### src/rtl/string_transmitter.sv
`default_nettype none
// ============================================================================
// Module   : string_transmitter
// Purpose  : Serial transmitter for the POV link; sends an 11-character,
//            7-bit-per-character string as start/data/parity/stop frames.
// Revision : 1.0 - initial release
// ============================================================================
module string_transmitter #(
    parameter int CLKS_PER_BIT = 16,
    parameter int PARITY_ODD   = 0
) (
    input  logic        clk,
    input  logic        reset,
    input  logic        start,
    input  logic [0:76] String,
    output logic        txd,
    output logic        busy,
    output logic        done,
    output logic [3:0]  char_index
);

    localparam int                  c_BAUD_W    = (CLKS_PER_BIT > 1) ? $clog2(CLKS_PER_BIT) : 1;
    localparam logic [c_BAUD_W-1:0] c_BAUD_MAX  = c_BAUD_W'(CLKS_PER_BIT - 1);
    localparam logic                c_PAR_SEED  = (PARITY_ODD != 0);
    localparam logic [3:0]          c_LAST_CHAR = 4'd10;
    localparam logic [2:0]          c_LAST_BIT  = 3'd6;

    typedef enum logic [2:0] {
        S_IDLE   = 3'd0,
        S_START  = 3'd1,
        S_DATA   = 3'd2,
        S_PARITY = 3'd3,
        S_STOP   = 3'd4
    } state_t;

    state_t                r_state, w_state_next;
    logic [c_BAUD_W-1:0]   r_baud, w_baud_next;
    logic [2:0]            r_bit_idx, w_bit_next;
    logic [3:0]            r_char_index, w_char_next;
    logic [0:76]           r_shadow, w_shadow_next;
    logic                  r_txd, w_txd_next;
    logic                  r_busy, w_busy_next;
    logic                  r_done, w_done_next;
    logic [6:0]            w_char;
    logic                  w_tick;

    // Current character, w_char[6] = ASCII bit 6 (the lowest string index).
    always_comb begin
        w_char = '0;
        for (int k = 0; k < 11; k++) begin
            if (r_char_index == 4'(k)) begin
                w_char = r_shadow[7*k +: 7];
            end
        end
    end

    assign w_tick = (r_baud == c_BAUD_MAX);

    always_ff @(posedge clk or posedge reset) begin
        if (reset) begin
            r_state      <= S_IDLE;
            r_baud       <= '0;
            r_bit_idx    <= '0;
            r_char_index <= '0;
            r_shadow     <= '0;
            r_txd        <= 1'b1;
            r_busy       <= 1'b0;
            r_done       <= 1'b0;
        end else begin
            r_state      <= w_state_next;
            r_baud       <= w_baud_next;
            r_bit_idx    <= w_bit_next;
            r_char_index <= w_char_next;
            r_shadow     <= w_shadow_next;
            r_txd        <= w_txd_next;
            r_busy       <= w_busy_next;
            r_done       <= w_done_next;
        end
    end

    // txd is computed one cycle ahead so the line itself comes straight from a flop.
    always_comb begin
        w_state_next  = r_state;
        w_baud_next   = w_tick ? '0 : r_baud + c_BAUD_W'(1);
        w_bit_next    = r_bit_idx;
        w_char_next   = r_char_index;
        w_shadow_next = r_shadow;
        w_txd_next    = r_txd;
        w_busy_next   = r_busy;
        w_done_next   = 1'b0;

        case (r_state)
            S_IDLE: begin
                w_baud_next = '0;
                w_txd_next  = 1'b1;
                w_busy_next = 1'b0;
                w_char_next = '0;
                if (start) begin
                    w_shadow_next = String;
                    w_state_next  = S_START;
                    w_txd_next    = 1'b0;
                    w_busy_next   = 1'b1;
                end
            end
            S_START: begin
                if (w_tick) begin
                    w_state_next = S_DATA;
                    w_bit_next   = '0;
                    w_txd_next   = w_char[0];
                end
            end
            S_DATA: begin
                if (w_tick) begin
                    if (r_bit_idx == c_LAST_BIT) begin
                        w_state_next = S_PARITY;
                        w_txd_next   = (^w_char) ^ c_PAR_SEED;
                    end else begin
                        w_bit_next = r_bit_idx + 3'd1;
                        w_txd_next = w_char[r_bit_idx + 3'd1];
                    end
                end
            end
            S_PARITY: begin
                if (w_tick) begin
                    w_state_next = S_STOP;
                    w_txd_next   = 1'b1;
                end
            end
            S_STOP: begin
                if (w_tick) begin
                    if (r_char_index == c_LAST_CHAR) begin
                        w_state_next = S_IDLE;
                        w_busy_next  = 1'b0;
                        w_done_next  = 1'b1;
                        w_char_next  = '0;
                        w_txd_next   = 1'b1;
                    end else begin
                        w_state_next = S_START;
                        w_char_next  = r_char_index + 4'd1;
                        w_txd_next   = 1'b0;
                    end
                end
            end
            default: begin
                w_state_next = S_IDLE;
                w_txd_next   = 1'b1;
                w_busy_next  = 1'b0;
            end
        endcase
    end

    assign txd        = r_txd;
    assign busy       = r_busy;
    assign done       = r_done;
    assign char_index = r_char_index;

endmodule
`default_nettype wire

### config.mk
export PLATFORM = sky130hd
export DESIGN_NAME = string_transmitter
export DESIGN_NICKNAME = d
export VERILOG_FILES = /design/src/rtl/string_transmitter.sv
export SDC_FILE = /design/constraint.sdc
export NUM_CORES = 1
export LEC_CHECK = 0
export ABC_AREA = 1
export CAP_MARGIN = 20
export CORE_ASPECT_RATIO = 0.5
export CORE_MARGIN = 3
export CORE_UTILIZATION = 47
export DETAILED_ROUTE_END_ITERATION = 12
export HOLD_SLACK_MARGIN = 0.06
export PLACE_DENSITY = 0.8
export SLEW_MARGIN = 20
export SYNTH_ARGS = -nofsm -noshare
export SYNTH_HDL_FRONTEND = slang
export SYNTH_SLANG_ARGS = --single-unit
### constraint.sdc
create_clock -name clk -period 3.1 [get_ports clk]
set_clock_uncertainty 0.15 [all_clocks]
set_input_delay 0.465 -clock clk [delete_from_list [all_inputs] [get_ports clk]]
set_output_delay 0.465 -clock clk [all_outputs]
set_load 0.1 [all_outputs]
# After elaboration in Yosys (flattened, before gate mapping)
# Index checks and enable logic that the tools add are counted.
# word_totals
reg_bits	94
inputBits	80
output_inout_bits	7
word_cells	93
# op_classes
n_addsub	3
magnitude_cmp	1
n_eq_ne	24
mux	44
bitwise	1
reduce_logical	12
# ops
op	n
2-to-1 mux 7 bit	11
2-to-1 mux 3 bit	9
equality test 4 x 3 -> 1 bit (second input constant)	4
equality test 4 bit (second input constant)	4
2-to-1 mux 4 bit	4
inequality test 2 bit (second input constant)	8
one-hot mux 3 bit (5 select lines)	1
2-to-1 mux 1 bit	14
adder 4 x 1 -> 4 bit (second input constant)	2
equality test 4 x 2 -> 1 bit (second input constant)	2
one-hot mux 4 bit (2 select lines)	1
AND reduction 4 bit	2
parity 7 bit	1
equality test 3 x 2 -> 1 bit (second input constant)	2
equality test 3 bit (second input constant)	2
one-hot mux 3 bit (2 select lines)	1
AND reduction 6 bit	1
one-hot mux 1 bit (5 select lines)	1
equality test 4 x 1 -> 1 bit (second input constant)	1
logical NOT 4 bit	1
less-than comparator 3 x 4 -> 1 bit (second input constant)	1
AND reduction 2 bit	2
nonzero test 2 bit	2
adder 3 x 1 -> 3 bit (second input constant)	1
7 further kinds	7

# Depth between registers and ports, before layout
# Gate-level depths: netlist of run 1.
# logic_depth
depth_word	17
depth_mapped	19
mapped_depth_nobuf	19

# Worst setup path after synthesis of run 1
# Ideal clock, no wire load.
# synth_path
path_kind	register to register
start	register r_char_index[3] (netlist: char_index[3])
end	register r_txd (netlist: txd)
setup_time_ns	0.068
t_arrival_ns	2.499
required_time_ns	2.882
path_slack_ns	0.383
stages_incl_launch_ff	17
n_path_buf	1
cell_sequence	dfrtp_1 -> inv_2 -> nor2_4 -> nand2_2 -> buf_6 -> or2_2 -> nand2_1 -> nand2_1 -> nand2_1 -> nand2_1 -> nand3_1 -> nand2_1 -> inv_1 -> nand2_1 -> nand3_1 -> nand2_1 -> a21oi_2
# synth_via
elab_chain_cells	17
# synth_rtl
item	line	text
start: declaration	39	logic [3:0] r_char_index, w_char_next;
start signal: assignment	73	r_char_index <= w_char_next;
logical NOT 4 bit	51	if (r_char_index == 4'(k)) begin
2-to-1 mux 7 bit (11 in a row)	51	
binary-select mux 1 bit (select 3 bit)	119	w_txd_next = w_char[r_bit_idx + 3'd1];
2-to-1 mux 1 bit (implied by the code)	119	
2-to-1 mux 1 bit	114	if (r_bit_idx == c_LAST_BIT) begin
2-to-1 mux 1 bit	113	if (w_tick) begin
one-hot mux 1 bit (5 select lines) (*)	92	case (r_state)
end signal: assignment	75	r_txd <= w_txd_next;
end: declaration	41	logic r_txd, w_txd_next;
# Mark *: on every way between the ends. The rest lies on a longest branch, timed or not. The select of a mux whose other input is x is not followed.
# A chain may end at the register's enable or synchronous reset.

# Final worst setup path of run 1
# layout_path
start	register r_char_index[0] (netlist: char_index[0])
end	register r_txd (netlist: txd)
# Same word-level chain as after synthesis.

==> results of run 1 <==
## power breakdown
part	internal, mW	leakage (nW)	switching (mW)
registers	1.82	1.12	0.349
clock network	0.636	0.147	0.488
logic	0.951	1.50	1.17
total	3.40	2.77	2.00
## placed cells by master (no fill, tap or decap), drive strengths merged, types with 7 or more instances in the layout
cell,Yosys,routed
o21ai,12,12
buf,11,13
nand2,96,96
nor2,58,58
mux2,69,69
clkbuf,3,9
clkdlybuf4s50,0,79
dfrtp,93,93
a21oi,19,19
nand3,51,51
or2,7,7
inv,61,63
nand4,17,17
## critical path, delay by kind of cell (launching register included)
family                 cells  cell delay [ps]
AO/OA/AOI/OAI              1              120
flip-flops                 1              450
buffers and inverters      2              450
AND/OR/NAND/NOR           15             1330
## layer usage
metal	vias up	wire (um)
li1	1863	-
met1	1840	4870
met2	158	5420
met3	25	645
met4	0	197
met5	-	0
## kinds of logic after synthesis
| logic type | count (synthesis) | share of synthesized area, % |
|---|---|---|
| muxes | 69 | 16.5 |
| AOI/OAI and AO/OA | 35 | 4.12 |
| and+or+nand+nor | 231 | 21.9 |
| DFF | 94 | 50.0 |
| xor gates and xnor gates | 1 | 0.186 |
| buffers and inverters | 75 | 6.43 |
| adders and majority gates | 3 | 0.798 |
## area by class of cell
class | instances | area share [%]
inverter | 61 | 3.82
clock buffer | 9 | 3.74
timing repair buffer | 92 | 15.1
tap | 135 | 2.80
sequential | 94 | 39.0
multi-input combinational | 339 | 34.1
clock inverter | 7 | 1.35
## cells in the mapped netlist
library cell  instances
ha_1                  3
clkbuf_1              3
nand3_1              51
o22ai_1               1
nor4_1                1
o21ai_0              12
dfrtp_1              93
a21oi_2               2
nand2_2               4
dfstp_2               1
mux2_2               69
buf_6                 2
nor3_1                1
inv_2                 6
or2_0                 3
nand2_1              92
nand4_1              17
buf_2                 5
buf_1                 4
inv_1                55
a21oi_1              17
nor2_4                2
o211ai_1              1
nor2_1               51
or2_2                 4
nor2_2                5
xnor2_1               1
o2111ai_1             1
o32ai_1               1
## how the worst max path moves through the flow
stage	startpoint	to	slack [ps]	cells after the start
global placement	char_index[2]	txd	710	18
global route	char_index[0]	txd	210	18
CTS	char_index[0]	txd	590	18
floorplan	reset	busy	40	1
detailed placement	char_index[2]	txd	680	18
finish	char_index[0]	txd	510	18
## state kept, by name, indices dropped and copies added (netlist names)
signal	count
txd	1
r_bit_idx	3
busy	1
r_state	3
done	1
r_shadow	77
r_baud	4
char_index	4
==> results.json, run 1 <==
{
  "outcome": "complete, no violations",
  "r2r-start": "char_index[0]",
  "postLayoutCoreUtil_pct": 62.8,
  "rr_worst_depth": 18,
  "cts_buffers": 9,
  "yosysSeqAreaShare_pct": 50.0,
  "stdcell_count": 737,
  "ant_nets": 0,
  "die_area_sq_um": 11300,
  "tritoncts": "built",
  "critPathSlowestCell": "dfrtp_1",
  "syn_nets": 591,
  "worstHoldPathType": "in -> async",
  "timing.final.crit_period_ps": 2590,
  "yosysTopAreaCell": "dfrtp_1",
  "overflow": 0,
  "pre_cts_slack_ps": 683,
  "drtPass1Iterations": 5,
  "min_period_over_period_pct": 83.4,
  "drc_errors": 0,
  "r2r-end": "txd",
  "cts.path.max_buffers": 2,
  "pin_count": 87,
  "drt-vias-per-instance": 5.27,
  "placed_area_sq_um": 5720,
  "drv_slew": 0,
  "power.density_nw_per_um2": 897,
  "cts.sinks": 94,
  "syn_area_sq_um": 4710,
  "clock.fmax_ghz": 0.387,
  "initial_core_util_pct": 49.0,
  "slowest_delay_ps": 450,
  "core-area_sq_um": 9600,
  "power_mw": 5.41,
  "dp.cells": 721,
  "p_leak_nw": 2.77,
  "hold_viol": 0,
  "end_kind": "flip-flop",
  "clk_pin_slew_worst_paths_ps": 70,
  "drt_wl_total_um": 11100,
  "multi_input_area_sq_um": 2060,
  "crit_path_max_fanout": 16,
  "synth_area_per_cell_sq_um": 9.26,
  "slew_headroom_pct": 63.9,
  "cp.arrival_ps": 2720,
  "grt_max_degree": 81,
  "setup-tns-final_ps": 0,
  "seqCellArea_sq_um": 2350,
  "cp-start-kind": "flip-flop",
  "yosysWarnings": 0,
  "worst_slew_pin_slew_ps": 541,
  "cap_viol_max_count": 0,
  "busiest_layer": "met2",
  "rsz0062_at_grt": "false",
  "dp_hpwl_um": 8250,
  "vias": 3886,
  "fillers": 755,
  "cts_hold_buf": 0,
  "met3_usage_pct": 5.19,
  "crit_top_cell": "nand2_1",
  "dieWidth_um": 148,
  "worstSetupPathType": "reg -> reg",
  "die_y_um": 76.8,
  "use_met1_pct": 27.6,
  "root_buffer": "clkbuf_16",
  "drt_iter0_drc": 328,
  "grt_first_pass_wirelength_um": 18500,
  "finalSetupViolations": 0,
  "final_area_sq_um": 6030,
  "drive_above_1_share_pct": 20.6,
  "required_ps": 3230,
  "grt_usage_pct": 20.5,
  "r2r_slack_ps": 510,
  "synth.distinct_cells": 29,
  "synthToLayoutAreaGrowth_pct": 28.1,
  "diodes": 0,
  "grt_use_met2_pct": 33.1,
  "fin_nets": 680,
  "gp_congestion": 0.893,
  "port_buffers": 86,
  "cts_resized": 0,
  "cp_cell_sequence": "nand2_1 -> inv_1 -> nand3_1 -> nand4_1 -> nor2_1 -> nand4_1 -> nand2_1 -> nand2_1 -> nand2_1 -> nand2_1 -> inv_1 -> nor2_1 -> nand2_1 -> nand2_1 -> nand2_1 -> nand3_1 -> nand2_1 -> a21oi_2",
  "grt_pass1_vias": 3767,
  "timing.final.ws_setup_ps": 514,
  "num_rows": 25,
  "whs_ps": 219,
  "antenna_found_initial": 0,
  "synth_area_leaders": "dfrtp_1, mux2_2, nand2_1",
  "cts_max_level": 3,
  "synth-seq-cells": 94,
  "synth_top_area_share_pct": 49.5,
  "synthCells": 508,
  "routedWlPerCell_um": 15.1,
  "clkLatencyLatePin_ps": 350,
  "cts_setup_buffers": 0,
  "ir_drop_mv": 0.447
}
Power figures use the tool's default switching activity.
==> run 2: changes to the inputs <==
--- a/config.mk
+++ b/config.mk
@@ -9,10 +9,10 @@
 export CAP_MARGIN = 20
 export CORE_ASPECT_RATIO = 0.5
 export CORE_MARGIN = 3
-export CORE_UTILIZATION = 47
+export CORE_UTILIZATION = 50
 export DETAILED_ROUTE_END_ITERATION = 12
 export HOLD_SLACK_MARGIN = 0.06
-export PLACE_DENSITY = 0.8
+export PLACE_DENSITY = 0.81
 export SLEW_MARGIN = 20
 export SYNTH_ARGS = -nofsm -noshare
 export SYNTH_HDL_FRONTEND = slang
==> constraint.sdc (replaced) <==
create_clock -name clk -period 2.45 [get_ports clk]
set_clock_uncertainty 0.15 [all_clocks]
set_input_delay 0.3675 -clock clk [delete_from_list [all_inputs] [get_ports clk]]
set_output_delay 0.3675 -clock clk [all_outputs]
set_load 0.1 [all_outputs]
==> results.json, run 2 (synthesis gave the netlist of run 1 again) <==
{
  "outcome": "complete, no violations",
  "tritoncts": "built",
  "fin_nets": 695,
  "drt-vias-per-instance": 5.41,
  "synthToLayoutAreaGrowth_pct": 32.9,
  "worst_slew_pin_slew_ps": 470,
  "routedWlPerCell_um": 16.3,
  "use_met1_pct": 29.1,
  "stdcell_count": 733,
  "clkLatencyLatePin_ps": 350,
  "grt_use_met2_pct": 38.5,
  "clkPwrFrac_pct": 20.9,
  "root_buffer": "clkbuf_16",
  "layout_common_cells": "dfrtp_1, nand2_1, clkdlybuf4s50_1",
  "seqCellArea_sq_um": 2360,
  "drt_iter0_drc": 331,
  "cts_hold_buf": 0,
  "slew_headroom_pct": 68.7,
  "antenna_found_initial": 0,
  "worstSetupPathType": "reg -> reg",
  "setup-tns-final_ps": 0,
  "dieWidth_um": 143,
  "pre_cts_slack_ps": 113,
  "ant_nets": 0,
  "multi_input_area_sq_um": 2130,
  "grt_pass1_vias": 3874,
  "die_y_um": 74.6,
  "r2r-end": "char_index[1]",
  "p_leak_nw": 2.88,
  "startpoint": "r_state[1]",
  "vias": 3965,
  "seq_power_share_pct": 38.8,
  "end_kind": "flip-flop",
  "port_buffers": 86,
  "worstHoldPathType": "in -> async",
  "required_ps": 2510,
  "cap_viol_max_count": 0,
  "die_area_sq_um": 10700,
  "gp_congestion": 0.914,
  "largest_register": "r_shadow",
  "postLayoutCoreUtil_pct": 70.1,
  "cts.sinks": 94,
  "r2r_slack_ps": 50,
  "placed_area_sq_um": 5820,
  "timing.final.crit_period_ps": 2400,
  "crit_end": "char_index[1]",
  "core-area_sq_um": 8920,
  "ir_drop_mv": 0.511,
  "pin_count": 87,
  "dp.cells": 714,
  "finalSetupViolations": 0,
  "r2r-start": "r_state[1]",
  "cp.arrival_ps": 2460,
  "layout_commonest_cell": "dfrtp_1",
  "met3_usage_pct": 5.97,
  "min_period_over_period_pct": 97.8,
  "drt_wl_total_um": 12000,
  "power_mw": 7.12,
  "diodes": 0,
  "grt_first_pass_wirelength_um": 18500,
  "grt_max_degree": 38,
  "cts_max_level": 3,
  "crit_path_max_fanout": 6,
  "initial_core_util_pct": 52.8,
  "clock.fmax_ghz": 0.418,
  "clk_pin_slew_worst_paths_ps": 70,
  "p_sw_share_pct": 36.6,
  "power.density_nw_per_um2": 1140,
  "cts_buffers": 9,
  "p_int_mw": 4.51,
  "largest_register_ffs": 77,
  "cts.path.max_buffers": 2,
  "rr_worst_depth": 10,
  "drtPass1Iterations": 5,
  "overflow": 0,
  "busiest_layer": "met2",
  "timing.final.ws_setup_ps": 55.0,
  "cp-start-kind": "flip-flop",
  "num_rows": 24,
  "fillers": 647,
  "grt_usage_pct": 22.5,
  "drc_errors": 0,
  "hold_viol": 0,
  "whs_ps": 320,
  "final_area_sq_um": 6250,
  "drive_above_1_share_pct": 25.3,
  "comb_power_share_pct": 40.4,
  "p_switching_mw": 2.61,
  "drv_slew": 0,
  "dp_hpwl_um": 8690
}
run 2: power groups by stage:
stage	sequential (mW)	combinational (mW)	clock, mW
after floorplan	2.77	1.86	0
after global placement	2.71	2.65	0
after detailed placement	2.75	2.74	0
after CTS	2.73	2.77	1.49
after global routing	2.83	3.15	1.57
final	2.76	2.88	1.49
run 2: worst max-delay path: stages (launching register included):
cell,delay (ps)
dfrtp_1,440
nor2_1,190
inv_1,130
nor2_1,150
inv_1,90
nand2_1,160
inv_1,80
nor2_1,280
inv_1,150
a21oi_1,300
o32ai_1,150
run 2: timing repair:
| item | in CTS | in global routing |
|---|---|---|
| buffers inserted | 0 | 4 |
| endpoints found under the setup margin | 0 | 1 |
| resized for setup | 0 | 29 |
run 2: worst min-delay path by stage:
stage,start,to,slack [ps],cells past startpoint
2_1_floorplan,r_baud[0],r_baud[0],280,1
3_3_place_gp,r_baud[0],r_baud[0],300,1
3_5_place_dp,r_baud[0],r_baud[0],310,1
4_1_cts,r_baud[0],r_baud[0],320,1
5_1_grt,reset,r_state[2],350,3
6_report,reset,char_index[3],320,3
run 2: cell type report:
| cell class | instances | area share (%) |
|---|---|---|
| clock buffer | 9 | 3.60 |
| clock inverter | 6 | 1.38 |
| inverter | 61 | 3.92 |
| multi-input combinational | 339 | 34.1 |
| sequential | 94 | 37.7 |
| tap | 117 | 2.34 |
| timing repair buffer | 107 | 16.9 |
run 2: per-layer routing:
layer  vias to the layer above  part of all wire [%]
met1                      1940                    43
li1                       1880                     -
met5                         -                     0
met4                         0                   1.6
met3                        21                   5.4
met2                       124                    50
